<file path="src/rtl/dbg_pkg.sv">
// ----------------------------------------------------------------------------
// dbg_pkg
// Shared definitions for the serial debug unit: ASCII constants used when
// printing, the empty-word marker, and the print-service state encoding.
// No ports; imported by the print_tx slice.
// ----------------------------------------------------------------------------
`timescale 1ns/1ps
package dbg_pkg;

  localparam logic [7:0] ASCII_0    = 8'h30;
  localparam logic [7:0] ASCII_A_UP = 8'h41;
  localparam logic [7:0] ASCII_A_LO = 8'h61;
  localparam logic [7:0] ASCII_SP   = 8'h20;
  localparam logic [7:0] ASCII_CR   = 8'h0D;
  localparam logic [7:0] ASCII_LF   = 8'h0A;

  // Marks an empty slot; prints as eight 'F' digits.
  localparam logic [31:0] WORD_EMPTY = 32'hFFFF_FFFF;

  typedef enum logic [1:0] {
    IDLE = 2'd0,
    SEND = 2'd1,
    ACK  = 2'd2
  } print_state_t;

endpackage

</file>
<file path="src/rtl/print_tx_if.sv">
// ----------------------------------------------------------------------------
// print_tx_if
// Bundles the print request/acknowledge handshake from the command handlers
// together with the valid/ready byte stream towards the UART transmitter.
//   req_tx/type_tx/din_tx : print request, mode and data (requester -> print_tx)
//   ack_tx                : one-cycle completion pulse (print_tx -> requester)
//   tx_data/tx_valid      : byte stream (print_tx -> UART)
//   tx_ready              : UART accepts current byte (UART -> print_tx)
// Modport slave is the print_tx side; master is the environment side.
// ----------------------------------------------------------------------------
`timescale 1ns/1ps
interface print_tx_if;
  logic        req_tx;
  logic        type_tx;
  logic [31:0] din_tx;
  logic        ack_tx;
  logic [7:0]  tx_data;
  logic        tx_valid;
  logic        tx_ready;

  modport slave (
    input  req_tx, type_tx, din_tx, tx_ready,
    output ack_tx, tx_data, tx_valid
  );

  modport master (
    output req_tx, type_tx, din_tx, tx_ready,
    input  ack_tx, tx_data, tx_valid
  );
endinterface

</file>
<file path="src/rtl/print_tx_nib2ascii.sv">
// ----------------------------------------------------------------------------
// nib2ascii
// Combinational nibble-to-ASCII hex digit converter.
//   nib   in  4  nibble value 0..15
//   ascii out 8  '0'..'9', then 'A'..'F' (or 'a'..'f' when LOWER_HEX=1)
// ----------------------------------------------------------------------------
`timescale 1ns/1ps
module nib2ascii
  import dbg_pkg::*;
#(
  parameter bit LOWER_HEX = 1'b0
) (
  input  logic [3:0] nib,
  output logic [7:0] ascii
);

  localparam logic [7:0] LETTER_BASE = LOWER_HEX ? ASCII_A_LO : ASCII_A_UP;

  always_comb begin
    ascii = ASCII_0;
    if (nib < 4'd10) begin
      ascii = ASCII_0 + {4'h0, nib};
    end else begin
      ascii = LETTER_BASE + {4'h0, nib} - 8'd10;
    end
  end

endmodule

</file>
<file path="src/rtl/print_tx.sv">
// ----------------------------------------------------------------------------
// print_tx
// Serialises a print request (32-bit word as 8 hex digits plus optional
// trailing space, or a single raw character) onto a valid/ready byte stream,
// then pulses ack_tx for one cycle.
//   clk  in  clock
//   rstn in  asynchronous active-low reset
//   bus  print_tx_if.slave (request handshake + byte stream)
// Parameters: LOWER_HEX selects lowercase hex letters, TRAIL_SPACE appends
// a space after a word print.
// ----------------------------------------------------------------------------
`timescale 1ns/1ps
module print_tx
  import dbg_pkg::*;
#(
  parameter bit LOWER_HEX   = 1'b0,
  parameter bit TRAIL_SPACE = 1'b1
) (
  input  logic      clk,
  input  logic      rstn,
  print_tx_if.slave bus
);

  print_state_t state;
  logic [31:0]  word_q;
  logic         type_q;
  logic [3:0]   idx;
  logic [7:0]   tx_data_q;
  logic         tx_valid_q;
  logic         ack_q;

  logic [31:0]  src_word;
  logic         src_type;
  logic [3:0]   src_idx;
  logic [3:0]   src_nib;
  logic [7:0]   nib_ascii;
  logic [7:0]   next_byte;
  logic [3:0]   last_idx;

  assign bus.tx_data  = tx_data_q;
  assign bus.tx_valid = tx_valid_q;
  assign bus.ack_tx   = ack_q;

  assign last_idx = type_q ? (TRAIL_SPACE ? 4'd8 : 4'd7) : 4'd0;

  // The byte registered at the next edge: in IDLE it is byte 0 of the
  // incoming request (so the first byte is valid one cycle after the
  // request is sampled); in SEND it is the byte after the current one.
  always_comb begin
    src_word = word_q;
    src_type = type_q;
    src_idx  = idx + 4'd1;
    if (state == IDLE) begin
      src_word = bus.din_tx;
      src_type = bus.type_tx;
      src_idx  = 4'd0;
    end
  end

  // Most significant nibble first.
  always_comb begin
    src_nib = src_word[31:28];
    case (src_idx[2:0])
      3'd0: src_nib = src_word[31:28];
      3'd1: src_nib = src_word[27:24];
      3'd2: src_nib = src_word[23:20];
      3'd3: src_nib = src_word[19:16];
      3'd4: src_nib = src_word[15:12];
      3'd5: src_nib = src_word[11:8];
      3'd6: src_nib = src_word[7:4];
      3'd7: src_nib = src_word[3:0];
      default: src_nib = src_word[31:28];
    endcase
  end

  nib2ascii #(.LOWER_HEX(LOWER_HEX)) u_nib2ascii (
    .nib   (src_nib),
    .ascii (nib_ascii)
  );

  always_comb begin
    next_byte = src_word[7:0];
    if (src_type) begin
      next_byte = src_idx[3] ? ASCII_SP : nib_ascii;
    end
  end

  // Print FSM; all stream and ack outputs are registered here.
  always_ff @(posedge clk or negedge rstn) begin
    if (!rstn) begin
      state      <= IDLE;
      word_q     <= 32'h0;
      type_q     <= 1'b0;
      idx        <= 4'd0;
      tx_data_q  <= 8'h00;
      tx_valid_q <= 1'b0;
      ack_q      <= 1'b0;
    end else begin
      ack_q <= 1'b0;
      case (state)
        IDLE: begin
          if (bus.req_tx) begin
            word_q     <= bus.din_tx;
            type_q     <= bus.type_tx;
            idx        <= 4'd0;
            tx_data_q  <= next_byte;
            tx_valid_q <= 1'b1;
            state      <= SEND;
          end
        end
        SEND: begin
          if (bus.tx_ready) begin
            if (idx == last_idx) begin
              tx_valid_q <= 1'b0;
              tx_data_q  <= 8'h00;
              ack_q      <= 1'b1;
              state      <= ACK;
            end else begin
              idx       <= idx + 4'd1;
              tx_data_q <= next_byte;
            end
          end
        end
        ACK: begin
          state <= IDLE;
        end
        default: begin
          state <= IDLE;
        end
      endcase
    end
  end

endmodule

</file>
<file path="src/flat_wrapper.sv">
// flat-port wrapper written by rule: the top's interface ports become plain ports
module print_tx_flat import dbg_pkg::*;
#(
  parameter bit LOWER_HEX   = 1'b0,
  parameter bit TRAIL_SPACE = 1'b1
)
  (clk, rstn, bus_req_tx, bus_type_tx, bus_din_tx, bus_tx_ready, bus_ack_tx, bus_tx_data, bus_tx_valid);
  print_tx_if bus_i ();
  input  logic clk;
  input  logic rstn;
  input wire logic [$bits(bus_i.req_tx)-1:0] bus_req_tx;
  input wire logic [$bits(bus_i.type_tx)-1:0] bus_type_tx;
  input wire logic [$bits(bus_i.din_tx)-1:0] bus_din_tx;
  input wire logic [$bits(bus_i.tx_ready)-1:0] bus_tx_ready;
  output wire logic [$bits(bus_i.ack_tx)-1:0] bus_ack_tx;
  output wire logic [$bits(bus_i.tx_data)-1:0] bus_tx_data;
  output wire logic [$bits(bus_i.tx_valid)-1:0] bus_tx_valid;
  assign bus_i.req_tx = bus_req_tx;
  assign bus_i.type_tx = bus_type_tx;
  assign bus_i.din_tx = bus_din_tx;
  assign bus_i.tx_ready = bus_tx_ready;
  assign bus_ack_tx = bus_i.ack_tx;
  assign bus_tx_data = bus_i.tx_data;
  assign bus_tx_valid = bus_i.tx_valid;
  print_tx #(.LOWER_HEX(LOWER_HEX), .TRAIL_SPACE(TRAIL_SPACE)) u_core (.clk(clk), .rstn(rstn), .bus(bus_i));
endmodule
</file>
<file path="config.mk">
export PLATFORM = sky130hd
export DESIGN_NAME = print_tx_flat
export DESIGN_NICKNAME = d
export VERILOG_FILES = /design/src/rtl/dbg_pkg.sv /design/src/rtl/print_tx_if.sv /design/src/rtl/print_tx_nib2ascii.sv /design/src/rtl/print_tx.sv /design/src/flat_wrapper.sv
export SDC_FILE = /design/constraint.sdc
export NUM_CORES = 1
export LEC_CHECK = 0
export ABC_AREA = 1
export BUFFER_PORTS_ARGS = -buffer_cell sky130_fd_sc_hd__buf_2
export CAP_MARGIN = 30
export CORE_MARGIN = 3
export CORE_UTILIZATION = 51
export CTS_CLUSTER_SIZE = 10
export DETAILED_ROUTE_END_ITERATION = 12
export PLACE_DENSITY = 0.76
export REMOVE_ABC_BUFFERS = 1
export SETUP_SLACK_MARGIN = 0.02
export SLEW_MARGIN = 40
export SYNTH_ARGS = -nofsm -noshare
export SYNTH_HDL_FRONTEND = slang
export SYNTH_SLANG_ARGS = --single-unit
</file>
<file path="constraint.sdc">
create_clock -name clk -period 2.6 [get_ports clk]
set_clock_uncertainty 0.2 [all_clocks]
set_input_delay 0.13 -clock clk [delete_from_list [all_inputs] [get_ports clk]]
set_output_delay 0.13 -clock clk [all_outputs]
set_load 0.02 [all_outputs]
</file>
==> out/results.txt <==
status: complete, no violations
hold crit path type: in -> reg
ant diodes: 0
Max FO, Critical Path: 7
crit share post-route: 94.3%
Routed Antenna Nets: 0
I/O Pins: 47
r2r worst-path depth: 14
CP required: 2590 ps
Netlist cell types: 33
final WL: 7410 um
PnR worst setup slack: 149 ps
GRT Util Overall: 24.0%
setup tns final: 0 ps
leakage: 2.00 nW
relative slew slack: 57.8%
synth top area cells: dfrtp_1 42%, nand2_1 16%, mux2_2 8.1%
peak supply drop: 0.625 mV
vias: 2804
Remaining DRCs: 0
critical path cell sequence: inv_2 -> ha_4 -> buf_4 -> nor3_4 -> buf_6 -> nand3_1 -> nand2_1 -> nor2_1 -> nand3_1 -> inv_2 -> ha_2 -> nand3_1 -> nand3_1 -> nand2_1
multiplexer share of the synthesized area: 8.40%
crit end category: flip-flop
Initial Utilization: 55.0%
commonest non-fill, non-tap cell in the layout: nand2_1
Compound-Gate Fraction of Synth Area: 7.98%
global route total overflow: 0
CTS tree: done
Setup-failing EPs final: 0
synth-to-layout area growth: 30.7%
R2R Path End: u_core.bus.tx_data[1]$_DFFE_PN0P_
CP Launch Type: flip-flop
Worst Tran Pin Value: 633 ps
largest family of logic cells by synthesized area: simple AND/OR/NAND/NOR gates
Root Driver: clkbuf_8
initial antenna violation count: 0
Vias/cell: 5.14
post-synthesis simple-gate area fraction: 31.4%
wire length per cell: 13.6 um
die height: 81.8 um
Die Area: 6700 um^2
end point of the critical path: u_core.bus.tx_data[1]$_DFFE_PN0P_
Max stage delay on crit path: 430 ps
Cell Pwr Density: 1380 nW/um^2
Worst Setup SP: u_core.idx[0]$_DFFE_PN0P_
Core Rows: 26
most frequent cells in the layout: 124 x nand2_1, 49 x dfrtp_1, 46 x nand3_1, 46 x buf_2, 35 x dlygate4sd3_1
cts bufs inserted: 5
Pint: 2.77 mW
crit path time final: 2450 ps
power share of the sequential group: 25.1%
vias in the first global route: 2771
Post-Syn Area: 2930 um^2
xor-xnor portion of the synthesized cell area: 0.299%
I/O Buffers: 46
Avg Cell Area, Syn: 7.70 um^2
Max Transition Viols Final: 0
flop-to-flop setup slack: 150 ps
clock latency on the worst-skew pair: 300 ps
core area: 5340 um^2
cell repeated most along the worst path: nand3_1
GPL Wtd Cong: 0.945
largest net degree at the start of global routing: 50
switch share: 47.5%
adder-cell area share of the yosys netlist: 1.28%
yosys warns: 0
Yosys top cell by area: dfrtp_1
Clock Sinks: 49
MaxCap Viol Count: 0
part of the power in combinational logic: 64.2%
Synth Register Bits: 49
top cell type's share of synthesized area: 41.8%
Peak Freq: 408 MHz
Setup WS pre-CTS: 112 ps
Seq/Total Area, Yosys: 41.8%
final core utilization: 71.9%
Die Width: 81.8 um
CP max-delay cell: dfrtp_1
# nets final: 515
share of cells above drive strength 1: 26.3%
Final Hold Vio Count: 0
DRT iter0 DRCs: 170
DR pass1 iterations: 4
crit path DAT: 2440 ps
H-Tree Depth: 2
Crit Path Category: reg -> reg
Psw: 2.51 mW
first-pass GRT wire length: 12400 um
reg-to-reg startpoint: u_core.idx[0]$_DFFE_PN0P_
Post-Synthesis Cells: 381
Clk pwr share: 10.7%
DPL Wire Length: 4920 um
register clock-pin slew on the reported worst setup and hold paths: 90 ps
deepest clock path buffer count: 2
==> layout make-up <==
| class | count | area, um^2 |
|---|---|---|
| clock buffers | 7 | 86.3 |
| clock inverters | 1 | 30.0 |
| fillers | 433 | 1500 |
| inverters | 39 | 146 |
| multi-input cells | 278 | 1490 |
| flip-flops and latches | 49 | 1230 |
| well taps | 70 | 87.6 |
| repair buffers | 102 | 772 |
==> state kept, by name, summed over array words and instances (netlist names) <==
name and count:
u_core.bus.ack_tx 1, u_core.bus.tx_data 8, u_core.bus.tx_valid 1, u_core.idx 4
u_core.state 2, u_core.type_q 1, u_core.word_q 32
==> power by group through the flow <==
stage	Combinational [mW]	Clock, mW	Sequential, mW
2_1_floorplan	2.12	0	1.37
3_3_place_gp	3.04	0	1.31
3_5_place_dp	3.12	0	1.33
4_1_cts	3.18	0.577	1.32
5_1_grt	3.81	0.604	1.38
6_report	3.39	0.566	1.33
==> cell families (layout without fill, tap and decap cells) <==
kind of cell / after synthesis / in the layout
AOI/OAI and AO/OA: 41 / 41
xor gates and xnor gates: 1 / 1
adders and majority gates: 3 / 3
buffers and inverters: 54 / 149
DFF: 49 / 49
muxes: 22 / 22
and+or+nand+nor: 211 / 211
==> Yosys cell counts <==
cell and count:
dfrtp_1 49, o21ai_0 22, o211ai_1 1, a21oi_2 1, nand2_2 5, or2_1 1, nor2_4 1, o21ai_1 6
inv_2 8, nand2_4 1, a21oi_1 5, o2111ai_1 1, mux2i_1 1, nand4_1 1, buf_4 3, nand3_1 46
ha_1 3, nor2_1 23, inv_1 31, nor2_2 3, clkbuf_1 2, o21ai_2 1, mux2_2 21, a32o_1 1
xor2_1 1, buf_2 5, o22ai_1 2, o22ai_2 1, nor3_1 1, nor3_2 1, buf_6 5, nor3_4 2
nand2_1 126
==> metrics by stage <==
| step | cell area (um^2) | power (mW) | cells | hold WS, ps |
|---|---|---|---|---|
| 2_1_floorplan | 2820 | 3.50 | 366 | -366 |
| 4_1_cts | 3750 | 5.07 | 542 | 138 |
| 5_1_grt | 3830 | 5.79 | 546 | 169 |
| 6_report | 3830 | 5.28 | 546 | 148 |
| 3_3_place_gp | 3280 | 4.34 | 499 | 69.3 |
| 3_5_place_dp | 3280 | 4.45 | 499 | 74.1 |
==> critical path, delay by kind of cell, from the launching register on <==
family | cells | cell delay, ps
fa+ha+maj | 2 | 550
buf+inv | 4 | 420
flops | 1 | 430
simple gates | 8 | 740
==> routing by layer <==
layer  vias to the layer above  share of wire (%)  GRT usage [%]
li1                       1414                  -              -
met1                      1293                 43           31.5
met2                        80                 49           40.2
met3                        17                5.7           3.73
met4                         0                2.1           8.64
met5                         -                  0              0
==> how the worst min path moves through the flow <==
| stage | from | endpoint | slack, ps | depth (start not counted) |
|---|---|---|---|---|
| final | bus_req_tx | u_core.idx[3]$_DFFE_PN0P_ | 150 | 5 |
| after global routing | bus_req_tx | u_core.bus.tx_valid$_DFFE_PN0P_ | 170 | 4 |
| after CTS | bus_req_tx | u_core.idx[3]$_DFFE_PN0P_ | 140 | 5 |
| after detailed placement | rstn | u_core.bus.tx_valid$_DFFE_PN0P_ | 70 | 2 |
| after global placement | rstn | u_core.bus.tx_valid$_DFFE_PN0P_ | 70 | 2 |
| after floorplan | rstn | u_core.bus.ack_tx$_DFF_PN0_ | -370 | 0 |
==> repair_timing <==
action / CTS / global route
hold endpoints to repair: 85 / 0
hold buffers: 35 / 0
setup buffers: 0 / 3
endpoints found under the setup margin: 0 / 4
resized for setup: 0 / 10
No activity file was read; power rests on OpenSTA's default activity.
